### src/rtl/uart_tx_arbiter.sv
// Round-robin arbiter sharing one UART transmit byte path between NREQ requesters.
// Grants are held until a last byte, a burst limit or request withdrawal, then an idle gap follows.
module uart_tx_arbiter #(
  parameter int NREQ     = 4,
  parameter int n        = 8,
  parameter int MAXBURST = 16,
  parameter int GAP      = 2
) (
  input  logic                    clk_i,
  input  logic                    rst_i,
  input  logic [NREQ-1:0]         req_i,
  input  logic [NREQ*n-1:0]       data_i,
  input  logic [NREQ-1:0]         last_i,
  output logic [NREQ-1:0]         ack_o,
  output logic [NREQ-1:0]         grant_o,
  output logic [$clog2(NREQ)-1:0] owner_o,
  output logic                    busy_o,
  output logic [n-1:0]            tx_data_o,
  output logic                    tx_valid_o,
  input  logic                    tx_ready_i
);
  localparam int OW = $clog2(NREQ);
  localparam logic [OW:0]   NREQ_V = (OW+1)'(NREQ);
  localparam logic [OW-1:0] LAST_IDX = OW'(NREQ-1);
  localparam logic [7:0]    MB = 8'(MAXBURST);
  localparam logic [3:0]    GAP_LD = 4'((GAP > 0) ? GAP-1 : 0);

  typedef enum logic [1:0] {IDLE, STREAM, GAPW} state_t;

  state_t                 state, state_nxt;
  logic [OW-1:0]          owner, owner_nxt, ptr, ptr_nxt, hit;
  logic [7:0]             cnt, cnt_nxt;
  logic [3:0]             gcnt, gcnt_nxt;
  logic                   found, xfer, rel;
  logic [2*NREQ-1:0]      req_rot;
  logic [OW:0]            hit_sum;
  logic [NREQ-1:0][n-1:0] lane_data;

  assign lane_data = data_i;
  assign req_rot   = {req_i, req_i} >> ptr;

  // Walk downward so the smallest offset from ptr is the one that sticks.
  always_comb begin
    found   = 1'b0;
    hit_sum = '0;
    for (int i = NREQ-1; i >= 0; i--) begin
      if (req_rot[i]) begin
        found   = 1'b1;
        hit_sum = {1'b0, ptr} + (OW+1)'(i);
      end
    end
    hit = (hit_sum >= NREQ_V) ? OW'(hit_sum - NREQ_V) : OW'(hit_sum);
  end

  always_comb begin
    state_nxt = state;
    owner_nxt = owner;
    ptr_nxt   = ptr;
    cnt_nxt   = cnt;
    gcnt_nxt  = gcnt;
    xfer      = 1'b0;
    rel       = 1'b0;
    case (state)
      IDLE: begin
        if (found) begin
          owner_nxt = hit;
          cnt_nxt   = '0;
          state_nxt = STREAM;
        end
      end
      STREAM: begin
        xfer = req_i[owner] & tx_ready_i;
        if (xfer) cnt_nxt = cnt + 8'd1;
        // last byte and burst limit on the same transfer collapse into one release
        rel = ~req_i[owner] | (xfer & (last_i[owner] | (cnt_nxt == MB)));
        if (rel) begin
          ptr_nxt   = (owner == LAST_IDX) ? '0 : owner + 1'b1;
          gcnt_nxt  = GAP_LD;
          state_nxt = (GAP == 0) ? IDLE : GAPW;
        end
      end
      GAPW: begin
        if (gcnt == '0) state_nxt = IDLE;
        else            gcnt_nxt  = gcnt - 4'd1;
      end
      default: state_nxt = IDLE;
    endcase
  end

  always_ff @(posedge clk_i) begin
    if (rst_i) begin
      state <= IDLE;
      owner <= '0;
      ptr   <= '0;
      cnt   <= '0;
      gcnt  <= '0;
    end else begin
      state <= state_nxt;
      owner <= owner_nxt;
      ptr   <= ptr_nxt;
      cnt   <= cnt_nxt;
      gcnt  <= gcnt_nxt;
    end
  end

  // Outputs are forced quiet during the reset cycle so an in-flight byte is never acked.
  always_comb begin
    ack_o      = '0;
    grant_o    = '0;
    tx_valid_o = 1'b0;
    tx_data_o  = '0;
    if (state == STREAM && !rst_i) begin
      grant_o[owner] = 1'b1;
      tx_valid_o     = req_i[owner];
      tx_data_o      = lane_data[owner];
      ack_o[owner]   = xfer;
    end
  end

  assign busy_o  = (state != IDLE) & ~rst_i;
  assign owner_o = rst_i ? '0 : owner;

endmodule

### config.mk
export PLATFORM = sky130hd
export DESIGN_NAME = uart_tx_arbiter
export DESIGN_NICKNAME = d
export VERILOG_FILES = /design/src/rtl/uart_tx_arbiter.sv
export SDC_FILE = /design/constraint.sdc
export NUM_CORES = 1
export LEC_CHECK = 0
export BUFFER_PORTS_ARGS = -buffer_cell sky130_fd_sc_hd__buf_2
export CELL_PAD_IN_SITES_DETAIL_PLACEMENT = 1
export CELL_PAD_IN_SITES_GLOBAL_PLACEMENT = 2
export CORE_MARGIN = 8
export CORE_UTILIZATION = 29
export CTS_BUF_LIST = sky130_fd_sc_hd__clkbuf_4 sky130_fd_sc_hd__clkbuf_8 sky130_fd_sc_hd__clkbuf_16
export DETAILED_ROUTE_END_ITERATION = 12
export PLACE_DENSITY = 0.92
export SLEW_MARGIN = 0
export SYNTH_ARGS = -nofsm -noshare
export SYNTH_HDL_FRONTEND = slang
export SYNTH_SLANG_ARGS = --single-unit
### constraint.sdc
create_clock -name clk_i -period 7.37 [get_ports clk_i]
set_input_delay 0.3685 -clock clk_i [delete_from_list [all_inputs] [get_ports clk_i]]
set_output_delay 0.3685 -clock clk_i [all_outputs]
set_load 0.03 [all_outputs]
==> Implementation_results.wiki <==
{| class="wikitable"
! Metric !! Value
|-
| Later-pin clock latency in the skew report || 0.25 ns
|-
| Height of the die || approximately 90 um
|-
| Arrival time at the worst endpoint || approximately 3.3 ns
|-
| Max-cap violation count || 0
|-
| Pwr per Cell Area || 162 nW/um^2
|-
| First-pass iteration count of the detailed router || 4
|-
| Timing-limited maximum frequency || between 300 and 400 MHz
|-
| Num ports || 63
|-
| Number of levels the H-tree was split into || 1
|-
| Wirelength, routed || between 5000 and 6000 um
|-
| Sequential fraction of the synthesis area || 0.228
|-
| Detail Route Antenna Nets || 0
|-
| Final period demand of the worst path || 3.15 ns
|-
| Average routed wire per standard cell || roughly 16 um
|-
| Synthesized instance count || about 180
|-
| Cell with the biggest individual delay on the critical path || dfxtp_1
|-
| Switching pwr || about 120 uW
|-
| Pin count of the biggest net entering global routing || 26
|-
| Maximum vdd ir drop || ~55 uV
|-
| CP Class || register to register
|-
| Measured slew at the worst slew-check pin || 0.861 ns
|-
| Overflow left after global routing || 0
|-
| Number of core rows || 27
|-
| Post-CTS setup-driven buffer insertion count || 0
|-
| Port Buffer Count || 62
|-
| Number of synthesized register bits || 18
|-
| Data required time of the worst path || ~7.5 ns
|-
| Asr flop ratio synth || 0
|-
| DIE AREA || about 8100 sq um
|-
| Largest stage delay on the critical path || between 0.8 and 0.9 ns
|-
| Run status || complete, no violations
|-
| Core Area || 5370 sq um
|-
| Setup Skew || between 0.002 and 0.0025 ns
|-
| Synth cell types || 44
|-
| DR DRC count || 0
|-
| Total track usage || 0.122
|-
| Global-route wire length before repair || about 8400 um
|-
| Sequential power share || 0.365
|-
| Static power due to leakage || 0.000878 uW
|-
| Grt met3 use || 0.0200
|-
| Number of max-slew violations in the final report || 0
|-
| First DRT Iteration DRCs || slightly above 80
|-
| Crit start category || register
|-
| Number of global-route vias before repair || about 1700
|-
| Clock root buffer master || clkbuf_8
|-
| Clock transition at the registers of the reported paths || roughly 0.070 ns
|-
| Clock tree from TritonCTS || done
|-
| Yosys warning total || 0
|-
| Internal power contribution || just over 200 uW
|-
| Slew Limit Headroom || 0.425
|-
| Resized cells post-CTS || 0
|-
| Critical Path End Type || register
|-
| Share of layout cells above drive strength 1 || 0.346
|-
| Estimated wirelength of the detail-placed design || about 4000 um
|-
| Final net count || about 290
|-
| Top fanout value on the critical path || 17
|-
| Via total after detailed routing || roughly 1600
|-
| Grt peak-use layer || met2
|-
| GR met1 Demand/Resource || 0.141
|-
| Met2 track demand over resource || 0.231
|-
| Horizontal die dimension || 89.8 um
|-
| Final Hold Viols || 0
|-
| Post-layout util || 0.368
|-
| Count of flip-flops with a built-in enable after synthesis || 0
|-
| Critical path cell sequence || mux4_2 -> and2_4 -> or4b_4 -> a221oi_4 -> a31oi_2 -> mux2_4
|-
| Hold WC Path Type || primary input to register
|-
| Initial antenna violation count || 0
|-
| Share of the cycle needed by the critical path after routing || 0.427
|-
| Setup repair after global routing missed its margin || no
|-
| Maximum root-to-sink buffer count || 2
|-
| Via density per instance || ~5.1
|-
| Number of hold-repair buffers added at the cts stage || 0
|-
| Count of inserted antenna diode cells || 0
|-
| Clock buffers created by TritonCTS || 3
|-
| Dominant synthesized flop cell || dfxtp_1
|-
| Total Negative Setup Slacks || 0 ns
|-
| TritonCTS Sinks || 18
|-
| Area delta synth->final || 25.0%
|-
| Post-Syn Area per Cell || roughly 8.6 sq um
|-
| Net switching fraction of the power || 0.362
|-
| Logic pwr share || 0.381
|-
| Starting Density || 0.294
|-
| Net Count, Synth || between 200 and 250
|-
| Mapped cell area || between 1500 and 2000 sq um
|-
| Global placer's final weighted congestion || 0.765
|-
| Part of the power in the clock network || 0.254
|-
| Setup-violating endpoint count in the final report || 0
|}
[worst max-delay path: cells and delay by family (launching register included)]
| kind | cells | cell delay (ns) |
|---|---|---|
| multiplexers | 2 | 0.96 |
| flip-flops | 1 | 0.89 |
| AND/OR/NAND/NOR | 2 | 0.67 |
| AO/OA/AOI/OAI | 2 | 0.51 |
[worst paths after layout]
kind / startpoint / end / slack [ns] / cells past startpoint
setup / recovery: owner[0] / ptr[0] / 4.22 / 6
hold reg to reg: cnt[6] / cnt[6] / 0.55 / 2
setup reg to reg: owner[0] / ptr[0] / 4.22 / 6
hold / removal: tx_ready_i / state[0] / 0.51 / 3
[routing by layer]
metal / up-vias / wire length [um]
met1: 784 / 2180
met4: 0 / 27
li1: 783 / -
met3: 2 / 110
met5: - / 0
met2: 21 / 2710
[synth_stat cells (6+ instances only)]
cell type / count / share of area
inv_1: 7 / 0.017
clkbuf_1: 10 / 0.024
dfxtp_1: 18 / 0.23
nand2_1: 10 / 0.024
nor2_1: 17 / 0.040
and2_1: 15 / 0.059
nand2b_1: 8 / 0.032
mux4_2: 10 / 0.14
ha_1: 6 / 0.048
a21oi_1: 15 / 0.048
o21ai_0: 6 / 0.019
mux2i_1: 6 / 0.038
and3_1: 9 / 0.036
[cells by family (layout without fill, tap and decap cells)]
family                     Yosys count  after routing  share of synthesized area
buffers and inverters               19             73                     0.0547
xor gates and xnor gates             1              1                    0.00555
DFF                                 18             18                      0.228
muxes                               17             17                      0.190
adders and majority gates            6              6                     0.0475
AOI/OAI and AO/OA                   43             43                      0.195
and+or+nand+nor                     79             79                      0.279
[metrics by stage]
step	hold WS (ns)	setup slack, ns	total power (uW)	std cells	instance area, sq um
after floorplan	0.490	4.86	207	183	1580
after global placement	0.522	4.25	238	305	1920
after CTS	0.496	4.20	325	309	1970
after global routing	0.525	3.90	342	309	1970
after detailed placement	0.542	4.22	241	305	1920
final	0.510	4.22	319	309	1970
[flip-flops by register name, summed over array words and instances (netlist names)]
name   count
ptr        2
gcnt       4
state      2
cnt        8
owner      2
[power by group through the flow]
| stage | clock, uW | sequential, uW | combinational [uW] |
|---|---|---|---|
| after floorplan | 0 | 110 | 97.3 |
| after global placement | 0 | 118 | 119 |
| after detailed placement | 0 | 119 | 122 |
| after CTS | 85.3 | 117 | 123 |
| after global routing | 89.1 | 118 | 135 |
| final | 80.9 | 117 | 122 |
[layout make-up]
type / count / area (sq um)
multi-input combinational: 146 / 1130
tap: 72 / 90.1
clock buffer: 4 / 55.1
timing repair buffer: 62 / 310
sequential: 18 / 360
inverter: 7 / 26.3
fill: 660 / 3400
[cell usage in the layout (no fill, tap or decap), types with 4 or more instances in the layout]
cell type	instances
nor2_1	17
dfxtp_1	18
and3_1	9
inv_1	7
buf_2	62
and2_1	15
o21ai_0	6
nand2_1	10
ha_1	6
clkbuf_8	4
nor3_1	5
a311oi_1	4
nand2b_1	8
a21oi_1	15
mux4_2	10
mux2i_1	6
(Power assumes the default switching activity.)
